<file path="src/rtl/fmad_arb_pkg.sv">
// Shared types and defaults for the fmad arbiter and its round-robin picker.
package fmad_arb_pkg;

    localparam int unsigned FMAD_ARB_NREQ_DEFAULT    = 4;
    localparam int unsigned FMAD_ARB_WIDTH_DEFAULT   = 11;
    localparam int unsigned FMAD_ARB_TIMEOUT_DEFAULT = 64;

    typedef enum logic [1:0] {
        FMAD_ARB_IDLE  = 2'd0,
        FMAD_ARB_ISSUE = 2'd1,
        FMAD_ARB_BUSY  = 2'd2,
        FMAD_ARB_RESP  = 2'd3
    } fmadArbState_t;

    function automatic int unsigned idx_width(input int unsigned n);
        return (n > 1) ? $clog2(n) : 1;
    endfunction

endpackage

</file>
<file path="src/rtl/fmad_arbiter_if.sv">
// Request/response and fmad-side signal bundle; slave = arbiter, master = surrounding logic.
interface fmad_arbiter_if #(
    parameter int unsigned NREQ     = 4,
    parameter int unsigned WIDTH    = 11,
    parameter int unsigned OUTWIDTH = 2 * WIDTH
);
    logic [NREQ-1:0]       reqValid;
    logic [NREQ-1:0]       reqReady;
    logic [NREQ*WIDTH-1:0] reqMulIn1;
    logic [NREQ*WIDTH-1:0] reqMulIn2;
    logic [NREQ*WIDTH-1:0] reqAddIn;
    logic [NREQ-1:0]       rspValid;
    logic [OUTWIDTH-1:0]   rspData;
    logic                  rspErr;
    logic [WIDTH-1:0]      fmadMulIn1;
    logic [WIDTH-1:0]      fmadMulIn2;
    logic [WIDTH-1:0]      fmadAddIn;
    logic                  fmadStart;
    logic                  fmadClr;
    logic [OUTWIDTH-1:0]   fmadOut;
    logic                  fmadDone;
    logic                  busy;

    modport slave (
        input  reqValid, reqMulIn1, reqMulIn2, reqAddIn, fmadOut, fmadDone,
        output reqReady, rspValid, rspData, rspErr,
               fmadMulIn1, fmadMulIn2, fmadAddIn, fmadStart, fmadClr, busy
    );

    modport master (
        output reqValid, reqMulIn1, reqMulIn2, reqAddIn, fmadOut, fmadDone,
        input  reqReady, rspValid, rspData, rspErr,
               fmadMulIn1, fmadMulIn2, fmadAddIn, fmadStart, fmadClr, busy
    );
endinterface

</file>
<file path="src/rtl/fmad_arbiter_rr_arbiter.sv">
// Round-robin picker: first valid request at or above the pointer, with wrap; pointer moves past the winner on advance.
module rr_arbiter
    import fmad_arb_pkg::*;
#(
    parameter int unsigned NREQ = FMAD_ARB_NREQ_DEFAULT,
    localparam int unsigned IDXW = idx_width(NREQ)
) (
    input  logic            clock,
    input  logic            reset,
    input  logic [NREQ-1:0] req_valid,
    input  logic            advance,
    output logic [NREQ-1:0] grant,
    output logic [IDXW-1:0] grant_idx
);

    logic [IDXW-1:0] pointer;
    logic [IDXW-1:0] cand;
    logic            found;

    always_comb begin
        grant     = '0;
        grant_idx = '0;
        found     = 1'b0;
        cand      = '0;
        for (int unsigned i = 0; i < NREQ; i++) begin
            cand = IDXW'((32'(pointer) + i) % NREQ);
            if (!found && req_valid[cand]) begin
                found           = 1'b1;
                grant[cand]     = 1'b1;
                grant_idx       = cand;
            end
        end
    end

    always_ff @(posedge clock or posedge reset) begin
        if (reset) begin
            pointer <= '0;
        end else if (advance) begin
            pointer <= (grant_idx == IDXW'(NREQ - 1)) ? '0 : grant_idx + 1'b1;
        end
    end

endmodule

</file>
<file path="src/rtl/fmad_arbiter.sv">
// Shares one fmad among NREQ requesters: round-robin grant, issue, wait for done, respond, clear.
// Optional busy-state watchdog enabled by defining FMAD_ARB_TIMEOUT_EN.
module fmad_arbiter
    import fmad_arb_pkg::*;
#(
    parameter int unsigned NREQ     = FMAD_ARB_NREQ_DEFAULT,
    parameter int unsigned WIDTH    = FMAD_ARB_WIDTH_DEFAULT,
    parameter int unsigned OUTWIDTH = 2 * WIDTH,
    parameter int unsigned TIMEOUT  = FMAD_ARB_TIMEOUT_DEFAULT
) (
    input  logic            clock,
    input  logic            reset,
    fmad_arbiter_if.slave   bus
);

    localparam int unsigned IDXW = idx_width(NREQ);

    if (NREQ < 2 || NREQ > 8 || TIMEOUT < 1) begin : g_bad_params
        $error("fmad_arbiter: NREQ must be 2..8 and TIMEOUT at least 1");
    end

    fmadArbState_t   state;
    logic [IDXW-1:0] grant_id;
    logic [IDXW-1:0] arb_idx;
    logic [NREQ-1:0] arb_grant;
    logic [WIDTH-1:0] mul1_q;
    logic [WIDTH-1:0] mul2_q;
    logic [WIDTH-1:0] add_q;
    logic            accept;
    logic            busy_timeout;
    logic            resp_err;

    rr_arbiter #(
        .NREQ (NREQ)
    ) u_rr (
        .clock     (clock),
        .reset     (reset),
        .req_valid (bus.reqValid),
        .advance   (accept),
        .grant     (arb_grant),
        .grant_idx (arb_idx)
    );

    assign accept = (state == FMAD_ARB_IDLE) && (|arb_grant);

    always_ff @(posedge clock or posedge reset) begin
        if (reset) begin
            state    <= FMAD_ARB_IDLE;
            grant_id <= '0;
            mul1_q   <= '0;
            mul2_q   <= '0;
            add_q    <= '0;
        end else begin
            case (state)
                FMAD_ARB_IDLE: begin
                    if (accept) begin
                        grant_id <= arb_idx;
                        mul1_q   <= bus.reqMulIn1[32'(arb_idx) * WIDTH +: WIDTH];
                        mul2_q   <= bus.reqMulIn2[32'(arb_idx) * WIDTH +: WIDTH];
                        add_q    <= bus.reqAddIn[32'(arb_idx) * WIDTH +: WIDTH];
                        state    <= FMAD_ARB_ISSUE;
                    end
                end
                FMAD_ARB_ISSUE: state <= FMAD_ARB_BUSY;
                FMAD_ARB_BUSY: begin
                    if (bus.fmadDone || busy_timeout) begin
                        state <= FMAD_ARB_RESP;
                    end
                end
                default: state <= FMAD_ARB_IDLE;
            endcase
        end
    end

`ifdef FMAD_ARB_TIMEOUT_EN
    localparam int unsigned CNTW = $clog2(TIMEOUT + 1);

    logic [CNTW-1:0] wd_count;
    logic            wd_err;

    // The count equals the number of completed BUSY cycles, so the TIMEOUT-th one ends the wait.
    assign busy_timeout = (state == FMAD_ARB_BUSY) && !bus.fmadDone &&
                          (wd_count == CNTW'(TIMEOUT - 1));

    always_ff @(posedge clock or posedge reset) begin
        if (reset) begin
            wd_count <= '0;
            wd_err   <= 1'b0;
        end else if (state == FMAD_ARB_ISSUE) begin
            wd_count <= '0;
            wd_err   <= 1'b0;
        end else if (state == FMAD_ARB_BUSY) begin
            wd_count <= wd_count + 1'b1;
            if (busy_timeout) begin
                wd_err <= 1'b1;
            end
        end
    end

    assign resp_err = wd_err;
`else
    assign busy_timeout = 1'b0;
    assign resp_err     = 1'b0;
`endif

    // reqReady is gated by reset so a held reqValid cannot leak a grant while reset is asserted.
    assign bus.reqReady = (state == FMAD_ARB_IDLE && !reset) ? arb_grant : '0;

    always_comb begin
        bus.rspValid = '0;
        if (state == FMAD_ARB_RESP) begin
            bus.rspValid[grant_id] = 1'b1;
        end
    end

    assign bus.rspData    = (state == FMAD_ARB_RESP && !resp_err) ? bus.fmadOut : '0;
    assign bus.rspErr     = (state == FMAD_ARB_RESP) && resp_err;
    assign bus.fmadMulIn1 = mul1_q;
    assign bus.fmadMulIn2 = mul2_q;
    assign bus.fmadAddIn  = add_q;
    assign bus.fmadStart  = (state == FMAD_ARB_ISSUE);
    assign bus.fmadClr    = reset || (state == FMAD_ARB_RESP);
    assign bus.busy       = (state != FMAD_ARB_IDLE);

endmodule

</file>
<file path="src/flat_wrapper.sv">
// flat-port wrapper written by rule: the top's interface ports become plain ports
module fmad_arbiter_flat import fmad_arb_pkg::*;
#(
    parameter int unsigned NREQ     = FMAD_ARB_NREQ_DEFAULT,
    parameter int unsigned WIDTH    = FMAD_ARB_WIDTH_DEFAULT,
    parameter int unsigned OUTWIDTH = 2 * WIDTH,
    parameter int unsigned TIMEOUT  = FMAD_ARB_TIMEOUT_DEFAULT
)
  (clock, reset, bus_reqValid, bus_reqMulIn1, bus_reqMulIn2, bus_reqAddIn, bus_fmadOut, bus_fmadDone, bus_reqReady, bus_rspValid, bus_rspData, bus_rspErr, bus_fmadMulIn1, bus_fmadMulIn2, bus_fmadAddIn, bus_fmadStart, bus_fmadClr, bus_busy);
  fmad_arbiter_if #(.NREQ(NREQ), .WIDTH(WIDTH), .OUTWIDTH(OUTWIDTH)) bus_i ();
  input  logic clock;
  input  logic reset;
  input wire logic [$bits(bus_i.reqValid)-1:0] bus_reqValid;
  input wire logic [$bits(bus_i.reqMulIn1)-1:0] bus_reqMulIn1;
  input wire logic [$bits(bus_i.reqMulIn2)-1:0] bus_reqMulIn2;
  input wire logic [$bits(bus_i.reqAddIn)-1:0] bus_reqAddIn;
  input wire logic [$bits(bus_i.fmadOut)-1:0] bus_fmadOut;
  input wire logic [$bits(bus_i.fmadDone)-1:0] bus_fmadDone;
  output wire logic [$bits(bus_i.reqReady)-1:0] bus_reqReady;
  output wire logic [$bits(bus_i.rspValid)-1:0] bus_rspValid;
  output wire logic [$bits(bus_i.rspData)-1:0] bus_rspData;
  output wire logic [$bits(bus_i.rspErr)-1:0] bus_rspErr;
  output wire logic [$bits(bus_i.fmadMulIn1)-1:0] bus_fmadMulIn1;
  output wire logic [$bits(bus_i.fmadMulIn2)-1:0] bus_fmadMulIn2;
  output wire logic [$bits(bus_i.fmadAddIn)-1:0] bus_fmadAddIn;
  output wire logic [$bits(bus_i.fmadStart)-1:0] bus_fmadStart;
  output wire logic [$bits(bus_i.fmadClr)-1:0] bus_fmadClr;
  output wire logic [$bits(bus_i.busy)-1:0] bus_busy;
  assign bus_i.reqValid = bus_reqValid;
  assign bus_i.reqMulIn1 = bus_reqMulIn1;
  assign bus_i.reqMulIn2 = bus_reqMulIn2;
  assign bus_i.reqAddIn = bus_reqAddIn;
  assign bus_i.fmadOut = bus_fmadOut;
  assign bus_i.fmadDone = bus_fmadDone;
  assign bus_reqReady = bus_i.reqReady;
  assign bus_rspValid = bus_i.rspValid;
  assign bus_rspData = bus_i.rspData;
  assign bus_rspErr = bus_i.rspErr;
  assign bus_fmadMulIn1 = bus_i.fmadMulIn1;
  assign bus_fmadMulIn2 = bus_i.fmadMulIn2;
  assign bus_fmadAddIn = bus_i.fmadAddIn;
  assign bus_fmadStart = bus_i.fmadStart;
  assign bus_fmadClr = bus_i.fmadClr;
  assign bus_busy = bus_i.busy;
  fmad_arbiter #(.NREQ(NREQ), .WIDTH(WIDTH), .OUTWIDTH(OUTWIDTH), .TIMEOUT(TIMEOUT)) u_core (.clock(clock), .reset(reset), .bus(bus_i));
endmodule
</file>
<file path="config.mk">
export PLATFORM = sky130hd
export DESIGN_NAME = fmad_arbiter_flat
export DESIGN_NICKNAME = d
export VERILOG_FILES = /design/src/rtl/fmad_arb_pkg.sv /design/src/rtl/fmad_arbiter_if.sv /design/src/rtl/fmad_arbiter_rr_arbiter.sv /design/src/rtl/fmad_arbiter.sv /design/src/flat_wrapper.sv
export SDC_FILE = /design/constraint.sdc
export NUM_CORES = 1
export LEC_CHECK = 0
export CAP_MARGIN = 20
export CELL_PAD_IN_SITES_DETAIL_PLACEMENT = 1
export CELL_PAD_IN_SITES_GLOBAL_PLACEMENT = 1
export CORE_MARGIN = 2
export CORE_UTILIZATION = 23
export CTS_CLUSTER_SIZE = 12
export DETAILED_ROUTE_END_ITERATION = 12
export HOLD_SLACK_MARGIN = 0.03
export PLACE_DENSITY = 0.82
export SLEW_MARGIN = 25
export SYNTH_ARGS = -nofsm -noshare
export SYNTH_HDL_FRONTEND = slang
export SYNTH_SLANG_ARGS = --single-unit
</file>
<file path="constraint.sdc">
create_clock -name clock -period 3.5 [get_ports clock]
set_clock_uncertainty 0.1 [all_clocks]
set_input_delay 0.875 -clock clock [delete_from_list [all_inputs] [get_ports clock]]
set_output_delay 0.875 -clock clock [all_outputs]
set_load 0.05 [all_outputs]
</file>
==> flow_metrics.py <==
metrics = {
    "run_status": {
        "outcome": "finished, final reports clean",
    },
    "synth": {
        "syn_nets": 422,
        "syn_area_sq_um": 3150,
        "syn_inst": 251,
        "synth_seq_cells": 39,
        "synth-edff-count": 0,
        "yosysWarnings": 0,
        "ys_seq_area_frac": 0.310,
        "async_flop_share": 1.00,
        "syn-mean-instance-area_sq_um": 12.5,
        "synth_ff_type": "dfrtp_1",
        "ys_types": 43,
    },
    "timing": {
        "rsz0062_at_grt": "yes",
        "setup_viol": 0,
        "whs_ns": 0.406,
        "post-route-min-period_ns": 3.45,
        "maxSlewViolCount": 0,
        "fin_crit_sh": 0.986,
        "maxSlewHeadroom": 0.630,
        "timing.fmax_mhz": 290,
        "finalHoldViolCount": 0,
        "worstMarginPinSlew_ns": 0.553,
    },
    "clocking": {
        "cts.sinks": 39,
        "numCtsBuffers": 5,
        "cts_root_buf": "clkbuf_16",
        "h-tree-depth": 2,
        "insertion_delay_ns": 0.27,
        "clockBufferDepth": 2,
        "cts_tree": "done",
        "clkTransAtPathRegs_ns": 0.06,
    },
    "worst_setup_path": {
        "r2r_start": "u_core.u_rr.pointer[0]",
        "start_kind": "input pin",
        "slowest_delay_ns": 0.54,
        "worst-path-max-fanout": 9,
        "crit_arrival_ns": 2.48,
        "reg2reg_to": "u_core.bus.fmadAddIn[2]",
        "critPathBufInv": 3,
        "rr_worst_depth": 11,
        "slowest_stage": "mux4_2",
        "r2r_slack_ns": 0.26,
        "end_kind": "output pin",
        "criticalPathCategory": "input pin to output pin",
        "path_delay_family": "buffers and inverters",
        "path_cells": "clkdlybuf4s15_2 > mux4_2 > buf_4 > a21oi_1 > a22o_1 > a21oi_2 > buf_12",
        "cp_data_required_time_ns": 2.52,
    },
    "floorplanning": {
        "ios": 228,
        "die_width_um": 121,
        "die_area_sq_um": 14600,
        "die_h_um": 121,
        "row_count": 42,
        "core_sq_um": 13300,
        "initial_core_util": 0.237,
    },
    "place": {
        "place_hpwl_um": 9860,
        "port_buffers": 226,
        "post-place-cells": 655,
        "place_congestion": 0.777,
    },
    "hold_path": {
        "whs_endpoint": "u_core.bus.fmadMulIn2[7]",
        "min_from": "u_core.bus.fmadMulIn2[7]",
        "min_path_cells": 1,
        "hp-class": "register to register",
    },
    "layout": {
        "layout_common_cells": "clkdlybuf4s50_1 (195), buf_4 (41), dfrtp_1 (39)",
        "utilization": 0.450,
        "layout_commonest_cell": "clkdlybuf4s50_1",
        "drive_above_1_share": 0.296,
        "finalNetCount": 660,
        "stdcell_count": 667,
        "synthToLayoutAreaGrowth_pct": 89.9,
    },
    "global_route": {
        "grt.total_usage": 0.159,
        "first_global_vias": 3459,
        "grt_max_degree": 40,
        "grt_pass1_wl_um": 18000,
        "antenna_found_initial": 1,
        "overflow": 0,
    },
    "power": {
        "ir_worst_vdd_uv": 437,
        "leakage_nw": 2.40,
        "clock_power_share": 0.096,
        "seqPwrFrac": 0.138,
        "internal_power_mw": 3.35,
        "p_sw_frac": 0.456,
        "powerDensity_nw_per_um2": 1030,
        "p_sw_mw": 2.80,
        "p_comb_frac": 0.767,
    },
    "run": {
        "cap_violations": 0,
    },
    "route": {
        "wl_per_cell_um": 17.9,
        "viasPerCell": 4.67,
        "drc": 0,
        "firstDrtPassIters": 4,
        "vias": 3117,
        "routed_wl_um": 12000,
        "ant_nets": 0,
        "drtIter0Drc": 68,
    },
}
-- metrics by stage --
| stage | power, mW | setup TNS [ns] | worst slack, ns | area, sq um |
|---|---|---|---|---|
| floorplan | 4.09 | -0.292 | -0.0830 | 3160 |
| global placement | 5.44 | -5.76 | -0.191 | 5740 |
| detailed placement | 5.58 | -8.01 | -0.316 | 5740 |
| CTS | 6.22 | 0 | 0.0158 | 5970 |
| global route | 6.52 | -0.0221 | -0.0147 | 5980 |
| finish | 6.15 | 0 | 0.0498 | 5980 |
-- sequential cells by signal, summed over array words and instances (netlist names) --
register,cells
u_core.bus.fmadAddIn,11
u_core.bus.fmadMulIn1,11
u_core.bus.fmadMulIn2,11
u_core.grant_id,2
u_core.state,2
u_core.u_rr.pointer,2
-- layer usage --
metal | up-vias | global-route usage | share of wire
met2 | 143 | 0.308 | 0.56
met4 | 0 | 0.0342 | 0.014
met5 | - | 0 | 0
li1 | 1424 | - | -
met1 | 1540 | 0.174 | 0.35
met3 | 10 | 0.0348 | 0.076
-- how the worst max path moves through the flow --
stage,from,to,slack (ns),cells past startpoint
final,bus_reqValid[3],bus_reqReady[3],0.05,7
after global routing,bus_reqValid[3],bus_reqReady[3],-0.01,7
after CTS,bus_reqValid[2],bus_reqReady[3],0.02,9
after detailed placement,bus_reqValid[0],u_core.bus.fmadAddIn[2],-0.32,9
after global placement,bus_reqValid[0],u_core.bus.fmadAddIn[2],-0.19,9
after floorplan,u_core.u_rr.pointer[0],bus_reqReady[2],-0.08,8
-- power by group through the flow --
stage / Clock, mW / Sequential (mW) / Combinational, mW
3_5_place_dp: 0 / 0.854 / 4.72
6_report: 0.588 / 0.846 / 4.72
5_1_grt: 0.627 / 0.878 / 5.01
4_1_cts: 0.606 / 0.848 / 4.76
3_3_place_gp: 0 / 0.840 / 4.60
2_1_floorplan: 0 / 1.53 / 2.56
-- layout make-up --
| cell class | count | area [sq um] |
|---|---|---|
| fill | 1436 | 7320 |
| tap | 176 | 220 |
| multi-input combinational | 182 | 2060 |
| antenna | 1 | 2.50 |
| sequential | 39 | 976 |
| inverter | 10 | 37.5 |
| clock buffer | 6 | 129 |
| clock inverter | 2 | 60.1 |
| timing repair buffer | 251 | 2490 |
-- synth_stat cells, types with 3 or more instances --
master     n  area (sq um)
nor2_1     7          26.3
buf_6      6          67.6
nand2_1   11          41.3
a22o_1     3          26.3
dfrtp_1   39           976
nand3b_1   5          37.5
a21oi_1   11          55.1
o21ai_0    4          20.0
ha_1      10           125
and2_1    22           138
mux2_2    34           383
nand3_1    3          15.0
mux4_2    32           721
mux4_1     4           105
inv_1     10          37.5
buf_2     11          55.1
-- repair_timing --
item                                    4_1_cts  5_1_grt
endpoints found under the setup margin        5        7
hold buffers                                  0        0
buffers inserted                              2        0
gates cloned                                  1        0
gates resized for setup                      10        8
pin swaps                                     4        5
-- cells by family (layout without fill, tap and decap cells) --
| family | Yosys count | in the layout | synth area share |
|---|---|---|---|
| AO/OA/AOI/OAI | 30 | 30 | 0.0652 |
| XOR/XNOR | 1 | 1 | 0.00278 |
| adder cells (fa/ha/maj) | 10 | 10 | 0.0397 |
| buffers and inverters | 31 | 269 | 0.0580 |
| flip-flops | 39 | 39 | 0.310 |
| multiplexers | 76 | 77 | 0.407 |
| other | 1 | 2 | 0.00119 |
| AND/OR/NAND/NOR | 63 | 63 | 0.116 |
Note: power is estimated with default switching activity, not from simulation.
